$ cat src/rtl/branch_predictor_pkg.sv
// bp_pkg: shared counter type, counter encodings and FSM states for the branch predictor
package bp_pkg;
    typedef logic [1:0] bp_cnt_t;
    localparam bp_cnt_t STRONG_NT = 2'b00;
    localparam bp_cnt_t WEAK_NT   = 2'b01;
    localparam bp_cnt_t WEAK_T    = 2'b10;
    localparam bp_cnt_t STRONG_T  = 2'b11;
    typedef enum logic {BP_INIT, BP_RUN} bp_state_e;
endpackage

$ cat src/rtl/branch_predictor_sat_counter2.sv
// sat_counter2: combinational 2-bit saturating counter next-state function
module sat_counter2
    import bp_pkg::*;
(
    input  bp_cnt_t cnt,
    input  logic    taken,
    output bp_cnt_t cnt_next
);
    assign cnt_next = taken ? ((cnt == STRONG_T) ? STRONG_T : cnt + 2'd1)
                            : ((cnt == STRONG_NT) ? STRONG_NT : cnt - 2'd1);
endmodule

$ cat src/rtl/branch_predictor.sv
// branch_predictor: self-initialising bimodal predictor; BP_GSHARE_EN adds gshare history indexing
module branch_predictor
    import bp_pkg::*;
#(
    parameter int      ENTRIES  = 64,
    parameter bp_cnt_t CNT_INIT = WEAK_NT,
    parameter int      GHR_BITS = 6
) (
    input  logic        clk,
    input  logic        rst,
    output logic        ready,
    input  logic [31:0] pred_pc,
    output logic        pred_taken,
    input  logic        upd_valid,
    input  logic [31:0] upd_pc,
    input  logic        upd_taken,
    input  logic        upd_pred_taken,
    output logic        mispredict
);
    localparam int IDX_BITS = $clog2(ENTRIES);

    bp_state_e           r_state;
    bp_state_e           w_state_next;
    logic [IDX_BITS-1:0] r_init_idx;
    bp_cnt_t             r_table [ENTRIES];
    logic [IDX_BITS-1:0] w_pred_idx;
    logic [IDX_BITS-1:0] w_upd_idx;
    bp_cnt_t             w_upd_next;
    logic                w_upd_en;
    logic                w_unused;

    assign w_unused = ^{pred_pc[31:IDX_BITS+2], pred_pc[1:0], upd_pc[31:IDX_BITS+2], upd_pc[1:0]};

`ifdef BP_GSHARE_EN
    logic [GHR_BITS-1:0] r_ghr;
    logic [IDX_BITS-1:0] w_ghr_ext;

    assign w_ghr_ext  = IDX_BITS'(r_ghr);
    assign w_pred_idx = pred_pc[IDX_BITS+1:2] ^ w_ghr_ext;
    assign w_upd_idx  = upd_pc[IDX_BITS+1:2] ^ w_ghr_ext;

    // history shifts only on accepted updates, so the update index above sees the pre-shift value
    always_ff @(posedge clk) begin
        if (rst) r_ghr <= '0;
        else if (w_upd_en) r_ghr <= {r_ghr[GHR_BITS-2:0], upd_taken};
    end
`else
    logic w_unused_ghr;

    assign w_unused_ghr = GHR_BITS[0];
    assign w_pred_idx   = pred_pc[IDX_BITS+1:2];
    assign w_upd_idx    = upd_pc[IDX_BITS+1:2];
`endif

    assign ready      = (r_state == BP_RUN);
    assign w_upd_en   = ready & upd_valid;
    assign pred_taken = ready & r_table[w_pred_idx][1];
    assign mispredict = w_upd_en & (upd_taken != upd_pred_taken);

    sat_counter2 u_sat (
        .cnt      (r_table[w_upd_idx]),
        .taken    (upd_taken),
        .cnt_next (w_upd_next)
    );

    // FSM state and init sweep pointer; reset restarts the sweep
    always_ff @(posedge clk) begin
        r_state    <= rst ? BP_INIT : w_state_next;
        r_init_idx <= rst ? '0 : ((r_state == BP_INIT) ? r_init_idx + 1'b1 : r_init_idx);
    end

    // leave INIT once the last entry is being written
    always_comb begin
        w_state_next = (r_state == BP_INIT && r_init_idx == IDX_BITS'(ENTRIES - 1)) ? BP_RUN : r_state;
    end

    // table writes: init sweep or training; the reset edge leaves contents alone
    always_ff @(posedge clk) begin
        if (!rst) begin
            if (r_state == BP_INIT) r_table[r_init_idx] <= CNT_INIT;
            else if (w_upd_en) r_table[w_upd_idx] <= w_upd_next;
        end
    end
endmodule

$ cat config.mk
export PLATFORM = sky130hd
export DESIGN_NAME = branch_predictor
export DESIGN_NICKNAME = d
export VERILOG_FILES = /design/src/rtl/branch_predictor_pkg.sv /design/src/rtl/branch_predictor_sat_counter2.sv /design/src/rtl/branch_predictor.sv
export SDC_FILE = /design/constraint.sdc
export NUM_CORES = 1
export LEC_CHECK = 0
export ABC_CLOCK_PERIOD_IN_PS = 7100
export BUFFER_PORTS_ARGS = -buffer_cell sky130_fd_sc_hd__buf_2
export CAP_MARGIN = 20
export CORE_MARGIN = 5
export CORE_UTILIZATION = 45
export CTS_CLUSTER_DIAMETER = 150
export DETAILED_ROUTE_END_ITERATION = 6
export SLEW_MARGIN = 20
export SYNTH_ARGS = -nofsm -noshare
export SYNTH_HDL_FRONTEND = slang
export SYNTH_SLANG_ARGS = --single-unit
$ cat constraint.sdc
create_clock -name clk -period 7.1 [get_ports clk]
set_clock_uncertainty 0.15 [all_clocks]
set_input_delay 0.71 -clock clk [delete_from_list [all_inputs] [get_ports clk]]
set_output_delay 0.71 -clock clk [all_outputs]
set_load 0.02 [all_outputs]
==> results of run 1 <==
==> flip-flops by register name, summed over array words and instances, names as in the netlist <==
signal and count:
r_table 128, r_init_idx 6, ready 1
==> power groups by stage <==
stage          clock network (mW)  registers (mW)  logic [mW]
3_5_place_dp                    0           0.881      0.0935
4_1_cts                     0.921           0.865      0.0938
5_1_grt                     0.962           0.865       0.101
6_report                    0.909           0.865      0.0934
3_3_place_gp                    0           0.881      0.0924
2_1_floorplan                   0           0.880      0.0665
==> cell usage in the layout (no fill, tap or decap), types with 3 or more instances in the layout <==
cell	n
a21oi_1	4
a31oi_1	5
buf_2	19
buf_4	4
bufinv_16	3
clkbuf_16	17
clkbuf_8	5
clkinv_2	4
dfxtp_1	7
edfxtp_1	128
inv_1	3
mux2i_1	18
mux4_2	49
nand2_1	29
nand3_1	10
nand4_1	4
nor2_1	83
nor2b_1	9
o21a_1	3
o21ai_0	7
xnor2_1	3
==> logic make-up after synthesis <==
kind of cell,count (synthesis)
buf+inv,27
compound gates,33
simple gates,154
fa+ha+maj,2
flops,135
xor+xnor,5
mux,67
==> worst max-delay path, cell delays in order <==
cell	delay [ps]
buf_2	510
mux4_2	610
mux4_2	550
mux4_2	460
and2_1	160
buf_2	150
==> worst max-delay path by stage <==
stage	start	depth (start not counted)	slack, ps	endpoint
2_1_floorplan	upd_pc[2]	8	1450	r_table[0][0]
3_3_place_gp	upd_pc[4]	9	2920	r_table[30][1]
3_5_place_dp	upd_pc[4]	9	2810	r_table[41][1]
4_1_cts	pred_pc[2]	6	3020	pred_taken
5_1_grt	pred_pc[2]	6	2940	pred_taken
6_report	pred_pc[2]	6	3070	pred_taken
==> routing by layer <==
metal	track usage	vias up	routed length, um
met1	0.261	1972	6220
met4	0.0791	0	444
met2	0.298	164	7090
li1	-	1691	-
met3	0.0573	39	1110
met5	0	-	0
==> cell type report <==
class / count / area share
inverters: 3 / 0.00156
clock inverters: 8 / 0.0162
flip-flops and latches: 135 / 0.550
repair buffers: 23 / 0.0173
well taps: 180 / 0.0311
clock buffers: 24 / 0.0693
multi-input cells: 261 / 0.314
==> flow_summary.json, run 1 <==
{
  "status": "complete, no violations",
  "power.density_mw_per_mm2": 258,
  "root_buffer": "clkbuf_16",
  "leakage_nw": 2.55,
  "die_width_um": 129,
  "yosysTopAreaCellShare": 0.604,
  "final.hold.worst_slack_ps": 438,
  "period_share": 0.568,
  "combinationalPowerShare": 0.050,
  "netlist_top_cells_count": "edfxtp_1 (128), nor2_1 (84), mux4_2 (49)",
  "number_of_enable_type_register_cells_in_the_synthesized_netlist": 128,
  "report.power.total_mw": 1.87,
  "number_of_global_route_vias_before_repair": 3923,
  "grt_antenna_before_repair": 0,
  "hold-path-cell-count": 2,
  "yosysTopAreaCell": "edfxtp_1",
  "fin_util": 0.521,
  "p_int_mw": 1.50,
  "later_pin_clock_latency_in_the_skew_report_ps": 430,
  "antenna_cells": 0,
  "drt_first_pass_iters": 7,
  "final_hold_viol_count": 0,
  "design.die.area_mm2": 0.0166,
  "yosysSeqAreaShare": 0.626,
  "routed_via_density": 6.10,
  "final_period_minus_worst_setup_slack_ps": 4030,
  "finalSetupViolations": 0,
  "design.final.nets": 511,
  "mappedNetlistNets": 493,
  "timing.final.ws_setup_ps": 3070,
  "yosys.area_share.simple": 0.108,
  "avg_synthesized_cell_area_um2": 15.1,
  "routed_wire_length_per_instance_um": 23.4,
  "critical_path.endpoint_type": "output port",
  "hold_buffers": 0,
  "grt_util_all_layers": 0.194,
  "critPathKind": "input pin to output port",
  "num_rows": 43,
  "drv_cap": 0,
  "report.final.slew_viol_count": 0,
  "post_cts_resize_count": 0,
  "worst-path-max-fanout": 16,
  "area_delta_synth_final_pct": 13.7,
  "rsz_0062_raised_after_global_routing": "no",
  "buffer_ports.inserted": 19,
  "netSwitchingPower_mw": 0.373,
  "routed_wirelength_um": 14900,
  "cts_max_level": 4,
  "final_layout_size_suffix_gt1_frac": 0.233,
  "finish.cell_count_without_fillers": 634,
  "iteration_0_drc_count_of_the_detailed_router": 447,
  "reg2regPathDepth": 8,
  "vdd_drop_max_uv": 167,
  "dieHeight_um": 129,
  "drc": 0,
  "min_from": "rst",
  "yosys.cell_types.count": 45,
  "r2r-end": "r_table[57][0]",
  "max_freq_mhz": 248,
  "setup.worst_path.start_class": "input pin",
  "cp_data_required_time_ps": 6240,
  "timing_worst_slew_pin_value_ps": 920,
  "instance_count_after_placement_with_tap_cells_included": 602,
  "post-dp-hpwl_um": 9490,
  "nFillCells": 1158,
  "dr_total_vias": 3866,
  "floorplan_core_area_mm2": 0.0139,
  "weighted_congestion_at_the_end_of_routability_driven_global_placement": 0.834,
  "yosys_reg_bits": 135,
  "postSynth.topFlopCell": "edfxtp_1",
  "yosys.area_share.adder": 0.00354,
  "cts_tree": "done",
  "detailed_place.area_mm2": 0.00662,
  "top_level_ports": 72,
  "timing.setup.tns_ps": 0,
  "clock_power_share": 0.487,
  "synth-warning-count": 0,
  "cts_max_path_buffers": 2,
  "grt-ovfl-total": 0,
  "pwr-share-seq": 0.463,
  "preCtsSetupSlack_ps": 2810,
  "grt_max_degree": 37,
  "numCtsBuffers": 17,
  "register_area_mm2": 0.00398,
  "main_combinational_cell_family_by_area_after_synthesis": "multiplexers",
  "start_util": 0.459,
  "final_design_instance_area_without_fill_mm2": 0.00724,
  "clkSlewWorstSetupHoldPaths_ps": 60,
  "synthCells": 423,
  "synth_top_cells_by_area": "edfxtp_1 (60%), mux4_2 (17%), nor2_1 (5.0%), mux2i_1 (2.8%), dfxtp_1 (2.2%)",
  "multi_input_comb_area_mm2": 0.00227,
  "postSynth.asyncResetShare": 0,
  "worst_min_path_class": "input pin to flip-flop",
  "netlist_area_mm2": 0.00637,
  "clkSinkCount": 135,
  "synth_compound_gate_area_share": 0.0340,
  "postCtsSetupBuffers": 0,
  "synth_xor_xnor_area_share": 0.00688,
  "grt_pass1_wl_um": 23000,
  "detail-route-antenna-nets": 0,
  "worst_slew_margin_rel": 0.386,
  "post-synth-top-count-cell": "edfxtp_1",
  "proportion_of_total_power_due_to_net_switching": 0.200,
  "reg2reg_launch_point": "r_table[48][0]",
  "setup_slack_of_the_most_critical_reg_to_reg_path_ps": 3850,
  "synth.area.mux_share": 0.202,
  "cp.arrival_ps": 3170,
  "hold_path_end": "r_init_idx[5]"
}
Power figures use the tool's default switching activity.
==> run 2: changes to the inputs <==
--- a/config.mk
+++ b/config.mk
@@ -5,13 +5,15 @@
 export SDC_FILE = /design/constraint.sdc
 export NUM_CORES = 1
 export LEC_CHECK = 0
-export ABC_CLOCK_PERIOD_IN_PS = 7100
+export ABC_AREA = 1
+export ABC_CLOCK_PERIOD_IN_PS = 3600
 export BUFFER_PORTS_ARGS = -buffer_cell sky130_fd_sc_hd__buf_2
 export CAP_MARGIN = 20
 export CORE_MARGIN = 5
 export CORE_UTILIZATION = 45
 export CTS_CLUSTER_DIAMETER = 150
 export DETAILED_ROUTE_END_ITERATION = 6
+export PLACE_DENSITY = 0.66
 export SLEW_MARGIN = 20
 export SYNTH_ARGS = -nofsm -noshare
 export SYNTH_HDL_FRONTEND = slang
==> constraint.sdc (replaced) <==
create_clock -name clk -period 3.6 [get_ports clk]
set_clock_uncertainty 0.15 [all_clocks]
set_input_delay 0.36 -clock clk [delete_from_list [all_inputs] [get_ports clk]]
set_output_delay 0.36 -clock clk [all_outputs]
set_load 0.02 [all_outputs]
==> flow_summary.json, run 2 <==
{
  "status": "complete, no violations",
  "clkSinkCount": 135,
  "period_share": 0.777,
  "netlist_area_mm2": 0.00665,
  "netSwitchingPower_mw": 0.805,
  "start_util": 0.457,
  "grt_pass1_wl_um": 27800,
  "grt_antenna_before_repair": 0,
  "combinationalPowerShare": 0.069,
  "netlist_top_cells_count": "nand2_1 (208), edfxtp_1 (128), nand3_1 (127)",
  "final_layout_size_suffix_gt1_frac": 0.122,
  "worst-path-max-fanout": 18,
  "timing_worst_slew_pin_value_ps": 734,
  "reg2reg_launch_point": "ready",
  "number_of_global_route_vias_before_repair": 5147,
  "final_period_minus_worst_setup_slack_ps": 2800,
  "cpMaxStageDelayCell": "buf_2",
  "iteration_0_drc_count_of_the_detailed_router": 736,
  "setup_slack_of_the_most_critical_reg_to_reg_path_ps": 980,
  "numCtsBuffers": 17,
  "power.density_mw_per_mm2": 492,
  "reg2regPathDepth": 6,
  "report.power.total_mw": 3.72,
  "buffer_ports.inserted": 19,
  "final_design_instance_area_without_fill_mm2": 0.00756,
  "cp_cell_sequence": "buf_2 > inv_2 > nand3_1 > nand2_1 > a21oi_1 > o31ai_1 > nand3_1 > nand3_1 > a21oi_1 > buf_2",
  "yosys_reg_bits": 135,
  "worst_min_path_class": "input pin to flip-flop",
  "postCtsSetupBuffers": 0,
  "postSynth.asyncResetShare": 0,
  "grt_max_degree": 65,
  "number_of_enable_type_register_cells_in_the_synthesized_netlist": 128,
  "postSynth.topFlopCell": "edfxtp_1",
  "post-dp-hpwl_um": 11200,
  "cp.arrival_ps": 2290,
  "clock_power_share": 0.473,
  "worst_setup_path_startpoint": "pred_pc[3]",
  "avg_synthesized_cell_area_um2": 9.40,
  "r2r-end": "r_table[27][0]",
  "endpoint_of_the_worst_setup_timing_path": "pred_taken",
  "design.final.nets": 796,
  "grt_util_all_layers": 0.209,
  "antenna_cells": 0,
  "die_width_um": 132,
  "timing.critical_path.max_delay_family": "buffers and inverters",
  "setup.worst_path.start_class": "input pin",
  "cp_data_required_time_ps": 3090,
  "registers.top_by_ff_count": "r_table",
  "later_pin_clock_latency_in_the_skew_report_ps": 420,
  "drc": 0,
  "worstSetupPathDepth": 10,
  "detailed_place.area_mm2": 0.00697,
  "design.die.area_mm2": 0.0173,
  "most_used_cells_in_the_layout_excluding_fill_and_tap_cells": "nand2_1 (208), edfxtp_1 (128), nand3_1 (127)",
  "cts_tree": "done",
  "dr_total_vias": 5433,
  "worst_slew_margin_rel": 0.511,
  "post_cts_resize_count": 0,
  "timing.setup.tns_ps": 0,
  "path_common_cell": "nand3_1",
  "critPathKind": "input pin to output port",
  "report.final.slew_viol_count": 0,
  "yosysTopAreaCellShare": 0.578,
  "rsz_0062_raised_after_global_routing": "no",
  "routed_wirelength_um": 18200,
  "largest_reg_flops": 128,
  "proportion_of_total_power_due_to_net_switching": 0.216,
  "grt-ovfl-total": 0,
  "area_delta_synth_final_pct": 13.7,
  "nFillCells": 1334,
  "mappedNetlistNets": 777,
  "vdd_drop_max_uv": 306,
  "post-synth-top-count-cell": "nand2_1",
  "root_buffer": "clkbuf_16",
  "synth-warning-count": 0,
  "drt_first_pass_iters": 6,
  "cts_max_level": 4,
  "yosysTopAreaCell": "edfxtp_1",
  "top_level_ports": 72,
  "p_int_mw": 2.92,
  "clkSlewWorstSetupHoldPaths_ps": 60,
  "max_freq_mhz": 357,
  "leakage_nw": 2.86,
  "floorplan_core_area_mm2": 0.0145,
  "critical_path.endpoint_type": "output port",
  "drv_cap": 0,
  "synthCells": 707,
  "worst_path_largest_cell_delay_ps": 410,
  "finalSetupViolations": 0,
  "yosys.cell_types.count": 35,
  "weighted_congestion_at_the_end_of_routability_driven_global_placement": 0.878,
  "synth_top_cells_by_area": "edfxtp_1 (58%), nand2_1 (12%), nand3_1 (9.6%), nor2_1 (5.1%), dfxtp_1 (2.1%)",
  "final_hold_viol_count": 0,
  "final_common_cell": "nand2_1",
  "yosysSeqAreaShare": 0.599,
  "min_from": "rst",
  "detail-route-antenna-nets": 0,
  "dieHeight_um": 132,
  "buffers_and_inverters_on_the_worst_path": 3,
  "cts_max_path_buffers": 2,
  "hold_buffers": 0,
  "routed_via_density": 5.89,
  "num_rows": 44,
  "pwr-share-seq": 0.458,
  "routed_wire_length_per_instance_um": 19.8
}
==> run 2: changes by cell type in the layout (fill, tap and decap cells not counted), moves of 9 or more <==
| cell | change |
|---|---|
| o21ai_0 | +14 |
| nand2_1 | +179 |
| buf_4 | +10 |
| nand3_1 | +117 |
| a21oi_1 | +9 |
| nor2b_1 | -9 |
| mux2i_1 | -18 |
| mux4_2 | -49 |
==> run 2: worst register-to-register path, delay by kind of cell (launching register included) <==
family                 cells  cell delay, ps
and+or+nand+nor            4            1350
DFF                        1             420
buffers and inverters      1             180
AOI/OAI and AO/OA          1             200
==> run 2: worst min-delay path by stage <==
| stage | end | slack [ps] | depth (start not counted) |
|---|---|---|---|
| floorplan | ready | 320 | 2 |
| global placement | ready | 360 | 2 |
| detailed placement | ready | 360 | 2 |
| CTS | r_init_idx[1] | 130 | 2 |
| global route | r_init_idx[1] | 130 | 2 |
| finish | r_init_idx[1] | 140 | 2 |
==> run 2: layout make-up <==
class                      count  area (um2)  share of cell area
clock buffer                  21         440              0.0582
clock inverter                11         155              0.0205
inverter                      20        80.1              0.0106
multi-input combinational    516        2410               0.319
sequential                   135        3980               0.527
tap                          184         230              0.0304
timing repair buffer          36         260              0.0344
==> run 2: kinds of logic (layout without fill, tap and decap cells) <==
group | Yosys count | after routing | share of synthesized area
flops | 135 | 135 | 0.599
xor+xnor | 1 | 1 | 0.00132
simple gates | 460 | 460 | 0.307
compound gates | 54 | 54 | 0.0516
buf+inv | 56 | 88 | 0.0393
fa+ha+maj | 1 | 1 | 0.00188
==> run 2: stage by stage <==
stage / instances / setup slack, ps / hold slack (ps) / util
after floorplan: 707 / 115 / 316 / -
after global placement: 891 / 597 / 358 / 0.479
after detailed placement: 891 / 560 / 358 / 0.479
after CTS: 923 / 891 / 129 / 0.520
after global routing: 923 / 748 / 134 / 0.520
final: 923 / 802 / 139 / 0.520
==> run 2: power by group through the flow <==
stage	Clock [mW]	Combinational, mW	Sequential, mW
global placement	0	0.246	1.74
CTS	1.77	0.251	1.70
detailed placement	0	0.250	1.74
floorplan	0	0.162	1.73
finish	1.76	0.256	1.70
global route	1.85	0.277	1.70
==> run 2: layer usage <==
metal  GRT usage  share of wire
met1       0.287           0.40
met2       0.321           0.47
met4      0.0926          0.026
met5           0              0
met3      0.0470           0.11
